$ cat src/rtl/jtag_probe_pkg.sv
`default_nettype none
// ============================================================================
// Module   : jtag_probe_pkg
// Purpose  : Shared definitions for the on-chip JTAG probe master: command
//            opcodes, FSM states and the TMS preamble/postamble patterns.
// Revision : 1.0 - initial release
// ============================================================================
package jtag_probe_pkg;

  // Instruction register length of the e203 debug TAP
  localparam int IR_LEN = 5;

  // Width of the TMS sequence index (preamble is at most 6 steps)
  localparam int SEQ_W = 3;

  // Command opcodes
  typedef enum logic [1:0] {
    OP_TAP_RESET = 2'd0,
    OP_IR_SCAN   = 2'd1,
    OP_DR_SCAN   = 2'd2,
    OP_IDLE_WAIT = 2'd3
  } op_e;

  // Sequencer states
  typedef enum logic [2:0] {
    ST_IDLE  = 3'd0,
    ST_PRE   = 3'd1,
    ST_SHIFT = 3'd2,
    ST_POST  = 3'd3,
    ST_WAIT  = 3'd4,
    ST_RESP  = 3'd5
  } state_e;

  // TMS preambles, bit0 is driven in the first TCK cycle
  localparam logic [7:0] TMS_PRE_RESET = 8'b0001_1111;  // 1,1,1,1,1,0
  localparam logic [7:0] TMS_PRE_IR    = 8'b0000_0011;  // 1,1,0,0
  localparam logic [7:0] TMS_PRE_DR    = 8'b0000_0001;  // 1,0,0
  localparam logic [7:0] TMS_PRE_NONE  = 8'b0000_0000;

  // TMS postamble after the last shift bit: Update-xR, then Run-Test/Idle
  localparam logic [1:0] TMS_POST      = 2'b01;          // 1,0

  // Index of the last preamble step for an opcode
  function automatic logic [SEQ_W-1:0] pre_last(input op_e op);
    case (op)
      OP_TAP_RESET: pre_last = SEQ_W'(5);
      OP_IR_SCAN:   pre_last = SEQ_W'(3);
      OP_DR_SCAN:   pre_last = SEQ_W'(2);
      default:      pre_last = SEQ_W'(0);
    endcase
  endfunction

  // TMS preamble pattern for an opcode
  function automatic logic [7:0] pre_tms(input op_e op);
    case (op)
      OP_TAP_RESET: pre_tms = TMS_PRE_RESET;
      OP_IR_SCAN:   pre_tms = TMS_PRE_IR;
      OP_DR_SCAN:   pre_tms = TMS_PRE_DR;
      default:      pre_tms = TMS_PRE_NONE;
    endcase
  endfunction

endpackage
`default_nettype wire

$ cat src/rtl/jtag_tck_gen.sv
`default_nettype none
// ============================================================================
// Module   : jtag_tck_gen
// Purpose  : TCK divider. Each TCK cycle is CLK_DIV clocks low followed by
//            CLK_DIV clocks high. Runs only while enabled; idles low.
//            rise_stb : high in the first clock of the high phase (sample TDO)
//            fall_stb : high in the last clock of the high phase; TCK falls at
//                       the coming edge, so the sequencer steps here
// Revision : 1.0 - initial release
// ============================================================================
module jtag_tck_gen
  import jtag_probe_pkg::*;
#(
  parameter int CLK_DIV = 4
) (
  input  logic clk_16M,
  input  logic reset_periph,
  input  logic en,
  output logic tck,
  output logic fall_stb,
  output logic rise_stb
);

  localparam int              CNT_W    = (CLK_DIV > 1) ? $clog2(CLK_DIV) : 1;
  localparam logic [CNT_W-1:0] CNT_LAST = CNT_W'(CLK_DIV - 1);

  logic [CNT_W-1:0] cnt_q, cnt_d;
  logic             phase_q, phase_d;

  // Divider counter and phase toggle; held at the start of a low phase when idle
  always_comb begin
    cnt_d   = cnt_q;
    phase_d = phase_q;
    if (!en) begin
      cnt_d   = '0;
      phase_d = 1'b0;
    end else if (cnt_q == CNT_LAST) begin
      cnt_d   = '0;
      phase_d = ~phase_q;
    end else begin
      cnt_d   = cnt_q + CNT_W'(1);
    end
  end

  // Divider state registers
  always_ff @(posedge clk_16M) begin
    if (reset_periph) begin
      cnt_q   <= '0;
      phase_q <= 1'b0;
    end else begin
      cnt_q   <= cnt_d;
      phase_q <= phase_d;
    end
  end

  assign tck      = phase_q;
  assign rise_stb = en & phase_q & (cnt_q == '0);
  assign fall_stb = en & phase_q & (cnt_q == CNT_LAST);

endmodule
`default_nettype wire

$ cat src/rtl/jtag_probe_master.sv
`default_nettype none
// ============================================================================
// Module   : jtag_probe_master
// Purpose  : On-chip JTAG initiator. Runs TAP reset, IR/DR scans and idle
//            waits on request, returning one response per command with the
//            captured TDO bits.
// Revision : 1.0 - initial release
// ============================================================================
module jtag_probe_master
  import jtag_probe_pkg::*;
#(
  parameter int CLK_DIV = 4,
  parameter int MAX_LEN = 64,
  parameter int LEN_W   = 7
) (
  input  logic               clk_16M,
  input  logic               reset_periph,
  input  logic               cmd_valid,
  output logic               cmd_ready,
  input  logic [1:0]         cmd_op,
  input  logic [LEN_W-1:0]   cmd_len,
  input  logic [MAX_LEN-1:0] cmd_data,
  output logic               resp_valid,
  input  logic               resp_ready,
  output logic [MAX_LEN-1:0] resp_data,
  output logic               busy,
  output logic               jtag_TCK,
  output logic               jtag_TMS,
  output logic               jtag_TDI,
  input  logic               jtag_TDO
);

  localparam int               BIT_W     = (MAX_LEN > 1) ? $clog2(MAX_LEN) : 1;
  localparam logic [LEN_W-1:0] MAX_LEN_L = LEN_W'(MAX_LEN);

  state_e             state_q, state_d;
  op_e                op_q, op_d;
  logic [LEN_W-1:0]   len_q, len_d;
  logic [MAX_LEN-1:0] data_q, data_d;
  logic [MAX_LEN-1:0] resp_q, resp_d;
  logic [SEQ_W-1:0]   seq_q, seq_d;
  logic [BIT_W-1:0]   bit_q, bit_d;
  logic               tms_q, tms_d;
  logic               tdi_q, tdi_d;

  logic [LEN_W-1:0]   len_eff;
  logic               last_bit;
  logic [7:0]         pre_vec;
  logic               tck;
  logic               fall_stb;
  logic               rise_stb;

  assign busy       = (state_q == ST_PRE) || (state_q == ST_SHIFT) ||
                      (state_q == ST_POST) || (state_q == ST_WAIT);
  assign cmd_ready  = (state_q == ST_IDLE);
  assign resp_valid = (state_q == ST_RESP);
  assign resp_data  = resp_q;
  assign jtag_TCK   = tck;
  assign jtag_TMS   = tms_q;
  assign jtag_TDI   = tdi_q;
  assign last_bit   = (LEN_W'(bit_q) == (len_q - LEN_W'(1)));

  jtag_tck_gen #(
    .CLK_DIV (CLK_DIV)
  ) u_tck_gen (
    .clk_16M      (clk_16M),
    .reset_periph (reset_periph),
    .en           (busy),
    .tck          (tck),
    .fall_stb     (fall_stb),
    .rise_stb     (rise_stb)
  );

  // Requested length: zero runs one cycle, oversize requests clamp to MAX_LEN
  always_comb begin
    len_eff = cmd_len;
    if (cmd_len == '0) begin
      len_eff = LEN_W'(1);
    end else if (cmd_len > MAX_LEN_L) begin
      len_eff = MAX_LEN_L;
    end
  end

  // Sequencer next state; TMS/TDI are decoded from the next state so the
  // registered pins change exactly when TCK falls
  always_comb begin
    state_d = state_q;
    op_d    = op_q;
    len_d   = len_q;
    data_d  = data_q;
    resp_d  = resp_q;
    seq_d   = seq_q;
    bit_d   = bit_q;

    case (state_q)
      ST_IDLE: begin
        if (cmd_valid) begin
          op_d    = op_e'(cmd_op);
          len_d   = len_eff;
          data_d  = cmd_data;
          resp_d  = '0;
          seq_d   = '0;
          bit_d   = '0;
          state_d = (op_e'(cmd_op) == OP_IDLE_WAIT) ? ST_WAIT : ST_PRE;
        end
      end
      ST_PRE: begin
        if (fall_stb) begin
          if (seq_q == pre_last(op_q)) begin
            seq_d   = '0;
            state_d = (op_q == OP_TAP_RESET) ? ST_RESP : ST_SHIFT;
          end else begin
            seq_d   = seq_q + SEQ_W'(1);
          end
        end
      end
      ST_SHIFT: begin
        if (rise_stb) begin
          resp_d[bit_q] = jtag_TDO;
        end
        if (fall_stb) begin
          if (last_bit) begin
            seq_d   = '0;
            state_d = ST_POST;
          end else begin
            bit_d   = bit_q + BIT_W'(1);
          end
        end
      end
      ST_POST: begin
        if (fall_stb) begin
          if (seq_q == SEQ_W'(1)) begin
            seq_d   = '0;
            state_d = ST_RESP;
          end else begin
            seq_d   = seq_q + SEQ_W'(1);
          end
        end
      end
      ST_WAIT: begin
        if (fall_stb) begin
          if (last_bit) begin
            state_d = ST_RESP;
          end else begin
            bit_d   = bit_q + BIT_W'(1);
          end
        end
      end
      ST_RESP: begin
        if (resp_ready) begin
          state_d = ST_IDLE;
        end
      end
      default: begin
        state_d = ST_IDLE;
      end
    endcase

    pre_vec = pre_tms(op_d);
    tms_d   = 1'b1;
    tdi_d   = 1'b0;
    case (state_d)
      ST_PRE: begin
        tms_d = pre_vec[seq_d];
      end
      ST_SHIFT: begin
        tms_d = (LEN_W'(bit_d) == (len_d - LEN_W'(1)));
        tdi_d = data_d[bit_d];
      end
      ST_POST: begin
        tms_d = TMS_POST[seq_d[0]];
      end
      ST_WAIT: begin
        tms_d = 1'b0;
      end
      default: begin
        tms_d = 1'b1;
      end
    endcase
  end

  // Sequencer registers; reset aborts any operation immediately
  always_ff @(posedge clk_16M) begin
    if (reset_periph) begin
      state_q <= ST_IDLE;
      op_q    <= OP_TAP_RESET;
      len_q   <= '0;
      data_q  <= '0;
      resp_q  <= '0;
      seq_q   <= '0;
      bit_q   <= '0;
      tms_q   <= 1'b1;
      tdi_q   <= 1'b0;
    end else begin
      state_q <= state_d;
      op_q    <= op_d;
      len_q   <= len_d;
      data_q  <= data_d;
      resp_q  <= resp_d;
      seq_q   <= seq_d;
      bit_q   <= bit_d;
      tms_q   <= tms_d;
      tdi_q   <= tdi_d;
    end
  end

endmodule
`default_nettype wire

$ cat config.mk
export PLATFORM = sky130hd
export DESIGN_NAME = jtag_probe_master
export DESIGN_NICKNAME = d
export VERILOG_FILES = /design/src/rtl/jtag_probe_pkg.sv /design/src/rtl/jtag_tck_gen.sv /design/src/rtl/jtag_probe_master.sv
export SDC_FILE = /design/constraint.sdc
export NUM_CORES = 1
export LEC_CHECK = 0
export ABC_AREA = 1
export CAP_MARGIN = 20
export CORE_ASPECT_RATIO = 0.7
export CORE_MARGIN = 2
export CORE_UTILIZATION = 50
export CTS_BUF_LIST = sky130_fd_sc_hd__clkbuf_2
export DETAILED_ROUTE_END_ITERATION = 8
export PLACE_DENSITY = 0.78
export SYNTH_ARGS = -nofsm -noshare
export SYNTH_HDL_FRONTEND = slang
export SYNTH_SLANG_ARGS = --single-unit
$ cat constraint.sdc
create_clock -name clk_16M -period 2.7 [get_ports clk_16M]
set_input_delay 0.54 -clock clk_16M [delete_from_list [all_inputs] [get_ports clk_16M]]
set_output_delay 0.54 -clock clk_16M [all_outputs]
set_load 0.01 [all_outputs]
==> impl_metrics.ini, run 1 <==
[route]
vias_per_cell = 5.46
vias = 7988
initialDrtViolationCount = 820
wl_per_cell_um = 15.6
drc = 0
wirelength_um = 22800
ant_nets = 0
first_pass_iters = 6

[synthesis]
ys_seq_elements = 154
synth_area_leader_cell = dfxtp_1
synth_cell_types = 47
async_flop_share_pct = 0
synth_most_common_cell = nor2_1
yosysSeqAreaShare_pct = 39.5
yosysWarnings = 0
syn_avg_cell_area_um2 = 7.11
netlist.area_leader.share_pct = 39.5
synth_fp_nets = 1186
synth_edf_count = 0
synth_common_cells = nor2_1, nand2_1, dfxtp_1
synth_area_leaders = dfxtp_1, nor2_1, nand2_1
synthCells = 1099
mappedNetlistArea_mm2 = 0.00781
synth_ff_type = dfxtp_1

[global_route]
antenna_found_initial = 0
grt_max_degree = 65
grt_pass1_wl_um = 35600
grt_pass1_vias = 7134
track_usage_pct = 26.2
grt_overflow = 0

[min_path]
min_path_cells = 2
min_from = reset_periph
min_to = resp_data[9]$_SDFFE_PP0P_
worst_hold_path_type = input pin to register

[placed_design]
dp_hpwl_um = 15500
portBuffers = 147
routabilityCongestion = 0.901
place_area_mm2 = 0.00956
dp_cells = 1421
dp_slack_ps = -32.0

[finish]
n_fill_cell = 1326
multi_input_area_mm2 = 0.00434
fin_util_pct = 65.2
nets = 1338
drive_above_1_share_pct = 10.7
layout.cells.non_filler = 1464
diodes = 0
register_area_mm2 = 0.00309
syn_to_final_growth_pct = 28.5
final_cell_area_mm2 = 0.0100

[worst_setup_path]
timing.rr.end = jtag_TMS$_SDFF_PP1_
path_class = register to register
start_kind = register
crit_family = compound AO/OA/AOI/OAI gates
arrival_ps = 3240
ff2ff_setup_slack_ps = 120
cp_max_fo = 8
critPathBufInv = 3
required_ps = 3360
crit_path_frequent_cell = nand2_1
cp_slowest_cell = dfxtp_1
path_cells = inv_2 > nand2_1 > nand2_1 > nand2_1 > nand2_1 > nand2_2 > nor2_4 > nand2_4 > buf_4 > inv_1 > nand2_1 > nand2_1 > o221ai_1 > o21ai_0 > o21ai_1 > nor2_1 > a21oi_1 > o21ai_1
crit_path_end_kind = register
crit_path_max_incr_delay_ps = 580
rr_startpoint = bit_q[3]$_SDFF_PP0_
reg2reg_depth = 18

[clocking]
cts_buffers = 17
cts_tree = done
htreeDepth = 4
ctsHoldBuffers = 0
cts_root_buf = clkbuf_2
clock_latency_ps = 750
cts_buffer_depth = 2
cts.sinks = 154
clk_pin_slew_ps = 280

[timing]
fin_skew_ps = 44.0
period_share_pct = 95.4
maxSlewHeadroom_pct = 56.1
slew_viol_final = 0
setup_violations = 0
max_freq_mhz = 388
finalCriticalPeriod_ps = 2580
holdWs_ps = 211
final_hold_viol_count = 0
worst_pin_slew_ps = 659
fin_ws_ps = 123
grt_setup_unrepaired = true

[floorplanning]
start_util_pct = 50.7
fp.dieW_um = 153
core_mm2 = 0.0154
die_area_mm2 = 0.0167
rows = 38
die_y_um = 109
ios = 148

[power_and_ir_drop]
power_density_mw_per_mm2 = 464
p_leak_nw = 4.28
max-vdd-ir-drop_uv = 250

[flow_run]
cap_violations = 0

[outcome]
status = complete, no violations
[stage by stage]
step,power [mW],setup TNS (ps)
floorplan,3.10,0
global placement,3.41,0
detailed placement,3.43,-32.0
CTS,4.64,0
global route,4.89,-21.5
finish,4.66,0
[how the worst max path moves through the flow]
stage,from,end,slack [ps],cells after the start
floorplan,len_q[0]$_SDFF_PP0_,jtag_TDI$_SDFF_PP0_,410,20
global placement,cmd_len[4],jtag_TMS$_SDFF_PP1_,70,16
detailed placement,cmd_valid,jtag_TMS$_SDFF_PP1_,-30,12
CTS,state_q[1]$_SDFF_PP0_,cmd_ready,1,4
global route,op_q[1]$_SDFF_PP0_,jtag_TMS$_SDFF_PP1_,-20,14
finish,bit_q[3]$_SDFF_PP0_,jtag_TMS$_SDFF_PP1_,120,18
[power breakdown]
part | internal [mW] | switching, mW | leakage (nW)
sequential | 2.39 | 0.0400 | 1.25
combinational | 0.427 | 0.562 | 2.89
clock | 0.286 | 0.954 | 0.128
total | 3.10 | 1.56 | 4.28
[cell type report]
| type | instances | share of cell area [%] |
|---|---|---|
| multi-input combinational | 826 | 43.2 |
| clock buffer | 18 | 0.898 |
| inverter | 66 | 2.51 |
| timing repair buffer | 186 | 18.7 |
| tap | 200 | 2.49 |
| clock inverter | 14 | 1.35 |
| sequential | 154 | 30.8 |
[metal layers]
metal / part of all wire [%] / wire, um / GRT usage [%]
met1: 47 / 10800 / 39.3
met2: 42 / 9550 / 38.4
met3: 9.3 / 2120 / 5.65
met4: 1.3 / 302 / 6.09
met5: 0 / 0 / 0
[kinds of logic after synthesis]
kind of cell               count (synthesis)  synth area share, %
AOI/OAI and AO/OA                        163                 11.5
muxes                                     65                 8.33
and+or+nand+nor                          573                 31.1
xor gates and xnor gates                  13                 1.46
adders and majority gates                  9                 1.44
buffers and inverters                    122                 6.68
DFF                                      154                 39.5
[flip-flops by register name, indices dropped and copies added (netlist names)]
register         cells
u_tck_gen.cnt_q      2
op_q                 2
jtag_TDI             1
u_tck_gen.tck        1
len_q                7
jtag_TMS             1
seq_q                3
state_q              3
resp_data           64
data_q              64
bit_q                6
[placed cells by master, fill, tap and decap left out, types with 5 or more instances in the layout]
master,instances
buf_4,31
inv_1,48
ha_1,8
nor3_1,9
o21ai_0,70
nor2_1,240
xnor2_1,5
clkdlybuf4s50_1,144
nor2_2,5
clkbuf_2,18
xor2_1,8
nand2_2,6
inv_2,15
buf_12,6
nand3_2,6
dfxtp_1,149
mux2i_1,65
nand2_1,177
a21oi_1,72
nand2_4,5
nand3_1,115
[timing repair]
action / CTS / global route
setup endpoints to repair: 2 / 5
pin swaps: 0 / 8
gates resized for setup: 1 / 25
setup buffers: 0 / 6
cloned: 0 / 6
(Power assumes the default switching activity.)
==> run 2: changes to the inputs <==
Settings changed: CAP_MARGIN 20 to not set.
==> results of run 2 <==
The final DEF is identical to that of run 1; final timing and power are the same.
==> run 3: changes to the inputs <==
Settings changed: ABC_AREA 1 to not set, CORE_MARGIN 2 to 8.
==> impl_metrics.ini, run 3 <==
[outcome]
status = complete, but fails checks
violations = negative setup slack

[timing]
final_hold_viol_count = 0
holdWs_ps = 221
grt_setup_unrepaired = true
worst_pin_slew_ps = 983
setup_violations = 2
fin_skew_ps = 26.6
period_share_pct = 109
max_freq_mhz = 341
maxSlewHeadroom_pct = 34.5
slew_viol_final = 0
finalCriticalPeriod_ps = 2930
fin_ws_ps = -230

[worst_setup_path]
crit_family = compound AO/OA/AOI/OAI gates
cp_slowest_cell = mux4_2
rr_startpoint = len_q[0]$_SDFF_PP0_
ff2ff_setup_slack_ps = -230
path_class = register to register
crit_path_end_kind = register
path_cells = nor3_4 > nand3_2 > a2111oi_4 > buf_6 > a21oi_4 > a211o_4 > mux4_2 > o2111ai_2 > o311ai_1 > a41o_1 > o32ai_2
crit_path_max_incr_delay_ps = 440
arrival_ps = 3630
critPathBufInv = 1
start_kind = register
startpoint = len_q[0]$_SDFF_PP0_
cp_max_fo = 5
required_ps = 3400

[power_and_ir_drop]
switching_share_pct = 29.6
max-vdd-ir-drop_uv = 265
internal_power_mw = 3.34
p_clk_share_pct = 32.6
p_switching_mw = 1.40
power_density_mw_per_mm2 = 446
seqPwrFrac_pct = 51.0
p_leak_nw = 4.08
p_comb_share_pct = 16.3

[synthesis]
mappedNetlistArea_mm2 = 0.00774
synth_area_leader_cell = dfxtp_1
ys_seq_elements = 154
yosysSeqAreaShare_pct = 39.8
syn_avg_cell_area_um2 = 7.42
async_flop_share_pct = 0
yosysWarnings = 0
netlist.area_leader.share_pct = 39.8
synth_fp_nets = 1130
synth_cell_types = 63
synth_edf_count = 0
synth_ff_type = dfxtp_1
synth_most_common_cell = nand2_1
synth_common_cells = nand2_1, a21oi_1, dfxtp_1
synth_area_leaders = dfxtp_1, a21oi_1, nand2_1
synthCells = 1043

[finish]
diodes = 0
nets = 1329
final_cell_mix = nand2_1, a21oi_1, dfxtp_1, clkdlybuf4s50_1, buf_4
final_common_cell = nand2_1
syn_to_final_growth_pct = 37.3
drive_above_1_share_pct = 17.5
final_cell_area_mm2 = 0.0106
layout.cells.non_filler = 1455

[clocking]
clock_latency_ps = 760
cts.sinks = 154
cts_buffer_depth = 2
cts_buffers = 17
clk_pin_slew_ps = 250
cts_tree = done
cts_root_buf = clkbuf_2
ctsHoldBuffers = 0
htreeDepth = 4

[floorplanning]
start_util_pct = 50.6
fp.dieW_um = 165
rows = 38
ios = 148
die_y_um = 120
core_mm2 = 0.0153
die_area_mm2 = 0.0198

[route]
ant_nets = 0
drc = 0
first_pass_iters = 5
vias = 8290
wirelength_um = 24900
vias_per_cell = 5.70
initialDrtViolationCount = 1053
wl_per_cell_um = 17.1

[min_path]
worst_hold_path_type = input pin to register
min_from = reset_periph

[placed_design]
portBuffers = 147
dp_hpwl_um = 17100
routabilityCongestion = 0.890
dp_cells = 1415
place_area_mm2 = 0.0100

[global_route]
grt_overflow = 0
antenna_found_initial = 0
track_usage_pct = 24.7
grt_max_degree = 92
grt_pass1_vias = 7804
grt_pass1_wl_um = 39900

[flow_run]
cap_violations = 0
-- run 3: changes by cell type after synthesis, moves of 13 or more --
cell      before  now
mux2i_1       65   21
nor2_1       242   46
inv_2         13    0
a21oi_1       72  221
nand3_1      119   11
inv_1         50   21
nand2_1      180  231
clkbuf_1      39   72
-- run 3: per-stage QoR --
stage	TNS (ps)	utilization (%)	total power [mW]	setup slack (ps)
after global routing	-614	69.4	4.93	-340
after detailed placement	-1190	65.6	3.18	-778
after global placement	-958	65.6	3.17	-662
after floorplan	-308	-	2.84	-308
final	-334	69.4	4.74	-230
after CTS	-283	68.7	4.72	-251
-- run 3: worst min-delay path, cell delays in order --
cell and delay (ps):
buf_4 100, nor4_1 60, o311ai_1 80, a41o_1 120, o32ai_2 80
-- run 3: timing repair --
item                                    in CTS  in global routing
pin swaps                                    7                  4
endpoints found under the setup margin       5                  4
cloned                                       1                  1
resized for setup                           40                 21
setup buffers                                5                  1
-- run 3: cell families after synthesis --
logic type / count (synthesis) / synth area share, %
xor gates and xnor gates: 22 / 2.49
adders and majority gates: 9 / 1.45
AOI/OAI and AO/OA: 352 / 25.4
muxes: 30 / 4.51
buffers and inverters: 110 / 5.64
and+or+nand+nor: 366 / 20.6
DFF: 154 / 39.8
-- run 3: metal layers --
layer	part of all wire [%]	global-route usage [%]	vias up
met1	46	35.9	3881
met4	1.4	6.73	0
met2	44	36.1	363
met5	0	0	-
li1	-	-	4011
met3	8.6	5.34	35
-- run 3: layout make-up --
type / count / area, um^2
fillers: 1248 / 4680
multi-input cells: 781 / 4520
flip-flops and latches: 154 / 3110
repair buffers: 267 / 2370
well taps: 200 / 250
clock inverters: 15 / 215
clock buffers: 17 / 85.1
inverters: 21 / 78.8
-- run 3: power by group through the flow --
stage | clock, mW | combinational, mW | sequential, mW
4_1_cts | 1.56 | 0.740 | 2.42
3_3_place_gp | 0 | 0.711 | 2.46
6_report | 1.55 | 0.775 | 2.42
2_1_floorplan | 0 | 0.406 | 2.44
3_5_place_dp | 0 | 0.723 | 2.46
5_1_grt | 1.66 | 0.846 | 2.43
-- run 3: worst paths after layout --
kind                           end  cells after the start
max            jtag_TDI$_SDFF_PP0_                     11
min            jtag_TDI$_SDFF_PP0_                      5
max reg2reg    jtag_TDI$_SDFF_PP0_                     11
min reg2reg  data_q[22]$_SDFF_PP0_                      2
